==> config.mk <==
export PLATFORM = sky130hd
export DESIGN_NAME = mux4_arbiter
export DESIGN_NICKNAME = d
export VERILOG_FILES = /design/src/rtl/mux4_arbiter.sv
export SDC_FILE = /design/constraint.sdc
export NUM_CORES = 1
export LEC_CHECK = 0
export CORE_AREA = 2 2 39 41
export DETAILED_ROUTE_END_ITERATION = 10
export DIE_AREA = 0 0 41 43
export MAX_ROUTING_LAYER = met4
export PLACE_DENSITY_LB_ADDON = 0.12
export REMOVE_ABC_BUFFERS = 1
export SYNTH_ARGS = -nofsm -noshare
export SYNTH_HDL_FRONTEND = slang
export SYNTH_SLANG_ARGS = --single-unit
==> constraint.sdc <==
create_clock -name clk -period 2.1 [get_ports clk]
set_input_delay 0.63 -clock clk [delete_from_list [all_inputs] [get_ports clk]]
set_output_delay 0.63 -clock clk [all_outputs]
set_load 0.05 [all_outputs]
==> src/rtl/mux4_arbiter.sv <==
// mux4_arbiter: round-robin owner of the shared 4:1 mux, drives sel0/sel1.
// Define MUX_ARB_TIMEOUT_EN to compile in the hold limit and timeout pulse.
module mux4_arbiter #(
    parameter int MAX_HOLD = 8,
    parameter int CW       = $clog2(MAX_HOLD + 1)
) (
    input  logic       clk,
    input  logic       reset_n,
    input  logic [3:0] req,
    output logic [3:0] gnt,
    output logic       sel0,
    output logic       sel1,
    output logic       busy,
    output logic       timeout
);

    typedef enum logic [1:0] {
        IDLE,
        GRANT,
        GAP
    } state_t;

    localparam logic [CW-1:0] HOLD_MAX = CW'(MAX_HOLD);

    state_t     state;
    logic [1:0] last;
    logic [1:0] win;

`ifdef MUX_ARB_TIMEOUT_EN
    logic [CW-1:0] cnt;
`else
    logic unused_hold;
    assign unused_hold = ^HOLD_MAX;
    assign timeout     = 1'b0;
`endif

    // Round-robin pick: first set req after the previous owner, wrapping,
    // so the owner that just finished is always considered last.
    always_comb begin
        win = last;
        for (int i = 4; i >= 1; i--) begin
            if (req[last + 2'(i)]) begin
                win = last + 2'(i);
            end
        end
    end

    // Grant sequencer: IDLE/GAP arbitrate, GRANT holds until release/limit.
    always_ff @(posedge clk or negedge reset_n) begin
        if (!reset_n) begin
            state <= IDLE;
            last  <= 2'd3;
            gnt   <= 4'b0000;
            sel0  <= 1'b0;
            sel1  <= 1'b0;
            busy  <= 1'b0;
`ifdef MUX_ARB_TIMEOUT_EN
            cnt     <= '0;
            timeout <= 1'b0;
`endif
        end else begin
`ifdef MUX_ARB_TIMEOUT_EN
            timeout <= 1'b0;
`endif
            unique case (state)
                IDLE, GAP: begin
                    if (|req) begin
                        state <= GRANT;
                        last  <= win;
                        gnt   <= 4'b0001 << win;
                        sel0  <= win[1];
                        sel1  <= win[0];
                        busy  <= 1'b1;
`ifdef MUX_ARB_TIMEOUT_EN
                        cnt   <= CW'(1);
`endif
                    end else begin
                        state <= IDLE;
                    end
                end
                GRANT: begin
                    // The owner is always the most recent winner.
                    if (!req[last]) begin
                        state <= GAP;
                        gnt   <= 4'b0000;
                        busy  <= 1'b0;
                    end
`ifdef MUX_ARB_TIMEOUT_EN
                    else if (cnt == HOLD_MAX) begin
                        state   <= GAP;
                        gnt     <= 4'b0000;
                        busy    <= 1'b0;
                        timeout <= 1'b1;
                    end else begin
                        cnt <= cnt + CW'(1);
                    end
`endif
                end
                default: begin
                    state <= IDLE;
                    gnt   <= 4'b0000;
                    busy  <= 1'b0;
                end
            endcase
        end
    end

endmodule

# After elaboration in Yosys (flattened, before gate mapping)
# Cells that the tools add are included.
# W data, S select, Z words.
[totals] ff_bits=11 inputBits=6 out_inout_bits=8 wordCells=43
[classes] n_addsub=3 magnitude_cmp=4 eq_ne=4 shifts=1 n_mux=20 reduce_logical=5
[op_table] cell="$lt A2 B3 Y1 const B" n=4
[op_table] cell="$bmux W1 S2" n=4
[op_table] cell="$mux W2" n=4
[op_table] cell="$mux W4" n=2
[op_table] cell="$pmux W4 S2" n=1
[op_table] cell="$mux W1" n=7
[op_table] cell="$add A2 B2 Y2 const B" n=2
[op_table] cell="$ne A2 B2 Y1 const B" n=2
[op_table] cell="$pmux W2 S2" n=1
[op_table] cell="$reduce_and A2 Y1" n=2
[op_table] cell="$reduce_or A4 Y1" n=1
[op_table] cell="$shl A1 B2 Y4 const A" n=1
[op_table] cell="$add A2 B1 Y2 const B" n=1
[op_table] cell="$eq A2 B1 Y1 const B" n=1
[op_table] cell="$eq A2 B2 Y1 const B" n=1
[op_table] cell="$logic_not A2 Y1" n=1
[op_table] cell="$pmux W1 S2" n=1
[op_table] cell="$reduce_or A2 Y1" n=1

# Depth between registers and ports, before layout
[logic_depth] depth_word=9 ltp_mapped=5 mapped_depth_nobuf=4

# Worst setup path after synthesis
# No wires, ideal clock.
[synth_timing] kind="reg2reg" startpoint="register last[1]" endpoint="register gnt[2]" setup_ps=121 t_arrival_ps=1533 required_ps=1979 path_slack_ps=446 path_stages_with_launch=6 n_path_buf=1 period_less_slack_ps=1654 path_cell_list="dfstp_2 > buf_6 > mux4_2 > nand3b_2 > o21ai_2 > a22o_1"
[synth_between] elab_chain_len=9 word_cells_on_any_way=19 cone_classes="add/sub (3); eq/ne (1); shift (1); mux (13); reduce/logical (1)"
[synth_lines] element="from (decl)" line_no="26" text="logic [1:0] last;"
[synth_lines] element="from (signal assigned)" line_no="69" text="last <= win;"
[synth_lines] element="$add A2 B2 Y2" line_no="42, 43"
[synth_lines] element="$bmux W1 S2" line_no="42" text="if (req[last + 2'(i)]) begin"
[synth_lines] element="$mux W1 (not written as such)" line_no="42"
[synth_lines] element="$mux W2 (3 in a row)" line_no="42"
[synth_lines] element="$shl A1 B2 Y4" line_no="70" text="gnt <= 4'b0001 << win;"
[synth_lines] element="$mux W4" line_no="67" text="if (|req) begin"
[synth_lines] element="$pmux W4 S2" line_no="65" text="unique case (state)"
[synth_lines] element="to (signal assigned)" line_no="70"
[synth_lines] element="to (decl)" line_no="10" text="output logic [3:0] gnt,"
# Parallel ways exist; a longest one is shown, timed or not. The select of a mux whose other input is x is not followed.
# A chain may end at the register's enable or synchronous reset.

# Worst setup path after layout
[layout_timing] startpoint="input port req[3]" endpoint="register gnt[2]"
[layout_between] elab_chain_len=8 word_cells_on_any_way=18 cone_classes="eq/ne (2); shift (1); mux (13); reduce/logical (2)"
[layout_lines] element="from (decl)" line_no="9" text="input logic [3:0] req,"
[layout_lines] element="$bmux W1 S2" line_no="42"
[layout_lines] element="$mux W1 (not written as such)" line_no="42"
[layout_lines] element="$mux W2 (3 in a row)" line_no="42"
[layout_lines] element="$shl A1 B2 Y4" line_no="70"
[layout_lines] element="$mux W4" line_no="67"
[layout_lines] element="$pmux W4 S2" line_no="65"
# Parallel ways exist; a longest one is shown, timed or not. The select of a mux whose other input is x is not followed.

==> flow_metrics.env <==
export IMPL_port_buffers=12
export IMPL_power_total_uw=1210
export IMPL_holdPathStages=1
export IMPL_fin_skew_ns=0.000894
export IMPL_synth_cells=48
export IMPL_hold_slack_ns=0.429
export IMPL_reg2reg_from="last[1]"
export IMPL_ioPinCount=14
export IMPL_cts_sinks=11
export IMPL_wl_met1_um=460
export IMPL_r2r_end="gnt[2]"
export IMPL_met2_length_um=439
export IMPL_setup_viol=0
export IMPL_dp_hpwl_um=774
export IMPL_leakagePower_uw=0.000328
export IMPL_reg2regPathDepth=4
export IMPL_syn_cell_area_um2=541
export IMPL_grt_max_degree=12
export IMPL_yosysSeqAreaShare=0.514
export IMPL_rows=14
export IMPL_finalHoldViolCount=0
export IMPL_cts_buffers=3
export IMPL_min_delay_start="state[1]"
export IMPL_min_period_over_period=0.915
export IMPL_htreeDepth=1
export IMPL_area_growth_pct=32.6
export IMPL_drc=0
export IMPL_grt_overflow=0
export IMPL_highest_layer="met4"
export IMPL_antenna_found_initial=0
export IMPL_drv_slew=0
export IMPL_p_per_area_nw_per_um2=1690
export IMPL_hold_end="state[1]"
export IMPL_drive_gt1_frac=0.382
export IMPL_hold_path_class="register to register"
export IMPL_insertedDiodeCount=0
export IMPL_synth_cell_types=27
export IMPL_insertion_delay_ns=0.26
export IMPL_cp_max_fo=6
export IMPL_drtIter0Drc=4
export IMPL_critPathRequiredTime_ns=2.26
export IMPL_vdd_ir_drop_max_v=0.000956
export IMPL_vias_per_cell=5.15
export IMPL_startpoint_type="input pin"
export IMPL_coreArea_um2=1380
export IMPL_critPathKind="input pin to register"
export IMPL_cts_clk_slew_worst_paths_ns=0.07
export IMPL_outcome="complete, no violations"
export IMPL_cts_setup_buffers=0
export IMPL_cts_max_path_buffers=2
export IMPL_route_met3_wl_um=68
export IMPL_grt_first_pass_wirelength_um=1620
export IMPL_synth_warnings=0
export IMPL_grt_util_all_layers=0.145
export IMPL_max_freq_ghz=0.520
export IMPL_ctsHoldBuffers=0
export IMPL_arrival_ns=2.08
export IMPL_firstDrtPassIters=3
export IMPL_period_minus_slack_ns=1.92
export IMPL_rsz0062_at_grt="no"
export IMPL_initial_core_util=0.391
export IMPL_cts_root_buf="clkbuf_4"
export IMPL_end_kind="register"
export IMPL_post_drt_wl_per_cell_um=11.7
export IMPL_dpl_worst_slack_ns=-0.103
export IMPL_nets=75
export IMPL_finalWirelength_um=979
export IMPL_grt_pass1_vias=376
export IMPL_placed_cells=80
export IMPL_cts_resized=0
export IMPL_max_cap_viol_count=0
export IMPL_cts_tree="yes"
export IMPL_globalplace_congestion=0.667
export IMPL_r2r_slack_ns=0.38
export IMPL_die_area_um2=1760
export IMPL_die_h_um=43
export IMPL_fin_cells=84
export IMPL_syn_area_per_cell_um2=11.3
export IMPL_fillers=137
export IMPL_die_w_um=41
export IMPL_ys_seq_elements=11
export IMPL_fin_ws_ns=0.178
export IMPL_ant_nets=0
export IMPL_vias=433
==> per-layer routing <==
layer / up-vias / GRT usage
met5: - / -
met4: 0 / 0.0400
met3: 2 / 0.0785
met2: 11 / 0.178
met1: 206 / 0.206
li1: 214 / -
==> kinds of logic (layout without fill, tap and decap cells) <==
family / Yosys count / count (layout) / share of synthesized area
AO/OA/AOI/OAI: 14 / 14 / 0.185
buffers and inverters: 3 / 23 / 0.0417
flip-flops: 11 / 11 / 0.514
multiplexers: 2 / 2 / 0.0602
other: 1 / 1 / 0.00694
AND/OR/NAND/NOR: 17 / 17 / 0.192
==> cell type report <==
type / instances / area (um2) / share of cell area
timing repair buffer: 18 / 148 / 0.206
clock inverter: 1 / 5.00 / 0.00698
sequential: 11 / 278 / 0.387
tap: 16 / 20.0 / 0.0279
inverter: 1 / 3.75 / 0.00524
multi-input combinational: 34 / 240 / 0.335
clock buffer: 3 / 22.5 / 0.0314
==> cell usage after synthesis <==
library cell | number | area share
nand2b_1 | 1 | 0.012
inv_1 | 1 | 0.0069
dfrtp_1 | 9 | 0.42
o31ai_1 | 1 | 0.014
nand2_1 | 2 | 0.014
and3b_2 | 1 | 0.019
o2bb2ai_1 | 2 | 0.032
mux4_2 | 1 | 0.042
or3_2 | 1 | 0.014
nand3b_2 | 1 | 0.021
mux2i_1 | 1 | 0.019
and2b_2 | 1 | 0.016
conb_1 | 1 | 0.0069
buf_4 | 1 | 0.014
nor4_1 | 1 | 0.012
nor3_1 | 2 | 0.019
a21o_2 | 1 | 0.016
a21oi_1 | 4 | 0.037
dfstp_2 | 2 | 0.097
nor2_1 | 4 | 0.028
o21a_1 | 2 | 0.028
o21ai_2 | 1 | 0.016
a22o_1 | 2 | 0.032
or3_1 | 1 | 0.012
buf_6 | 1 | 0.021
o21ai_0 | 1 | 0.0093
nor3b_1 | 2 | 0.028
==> how the worst max path moves through the flow <==
stage,start,endpoint,slack (ns),cells after the start
detailed placement,req[3],gnt[2],-0.10,5
CTS,req[3],gnt[2],0.18,5
floorplan,last[1],gnt[2],0.47,4
global placement,req[3],gnt[3],-0.09,5
finish,req[3],gnt[2],0.18,5
global route,req[3],gnt[3],0.12,5
==> flip-flops by register name, indices dropped and copies added, names as in the netlist <==
name   cells
busy       1
gnt        4
last       2
sel0       1
sel1       1
state      2
==> power breakdown <==
part           switching [uW]  internal [uW]
sequential               91.1            328
combinational             395            261
clock                    66.9           70.4
total                     553            659
==> placed cells by master, fill, tap and decap left out, types with 2 or more instances in the layout <==
cell type,synthesis,final
nor3b_1,2,2
clkdlybuf4s50_1,0,5
dfrtp_1,9,9
clkbuf_4,0,3
nor3_1,2,2
o2bb2ai_1,2,2
o21a_1,2,2
buf_4,1,13
a22o_1,2,2
nand2_1,2,2
a21oi_1,4,4
nor2_1,4,4
dfstp_2,2,2
==> worst max-delay path, cell delays in order <==
cell,delay [ns]
clkdlybuf4s50_1,0.48
mux4_2,0.52
nand3b_2,0.12
o21ai_2,0.09
a22o_1,0.23
==> per-stage QoR <==
step                      TNS (ns)   util  area [um2]
after floorplan                  0      -         522
after global placement      -0.288  0.498         689
after detailed placement    -0.368  0.498         689
after CTS                        0  0.518         717
after global routing             0  0.518         717
final                            0  0.518         717
Power figures use the tool's default switching activity.
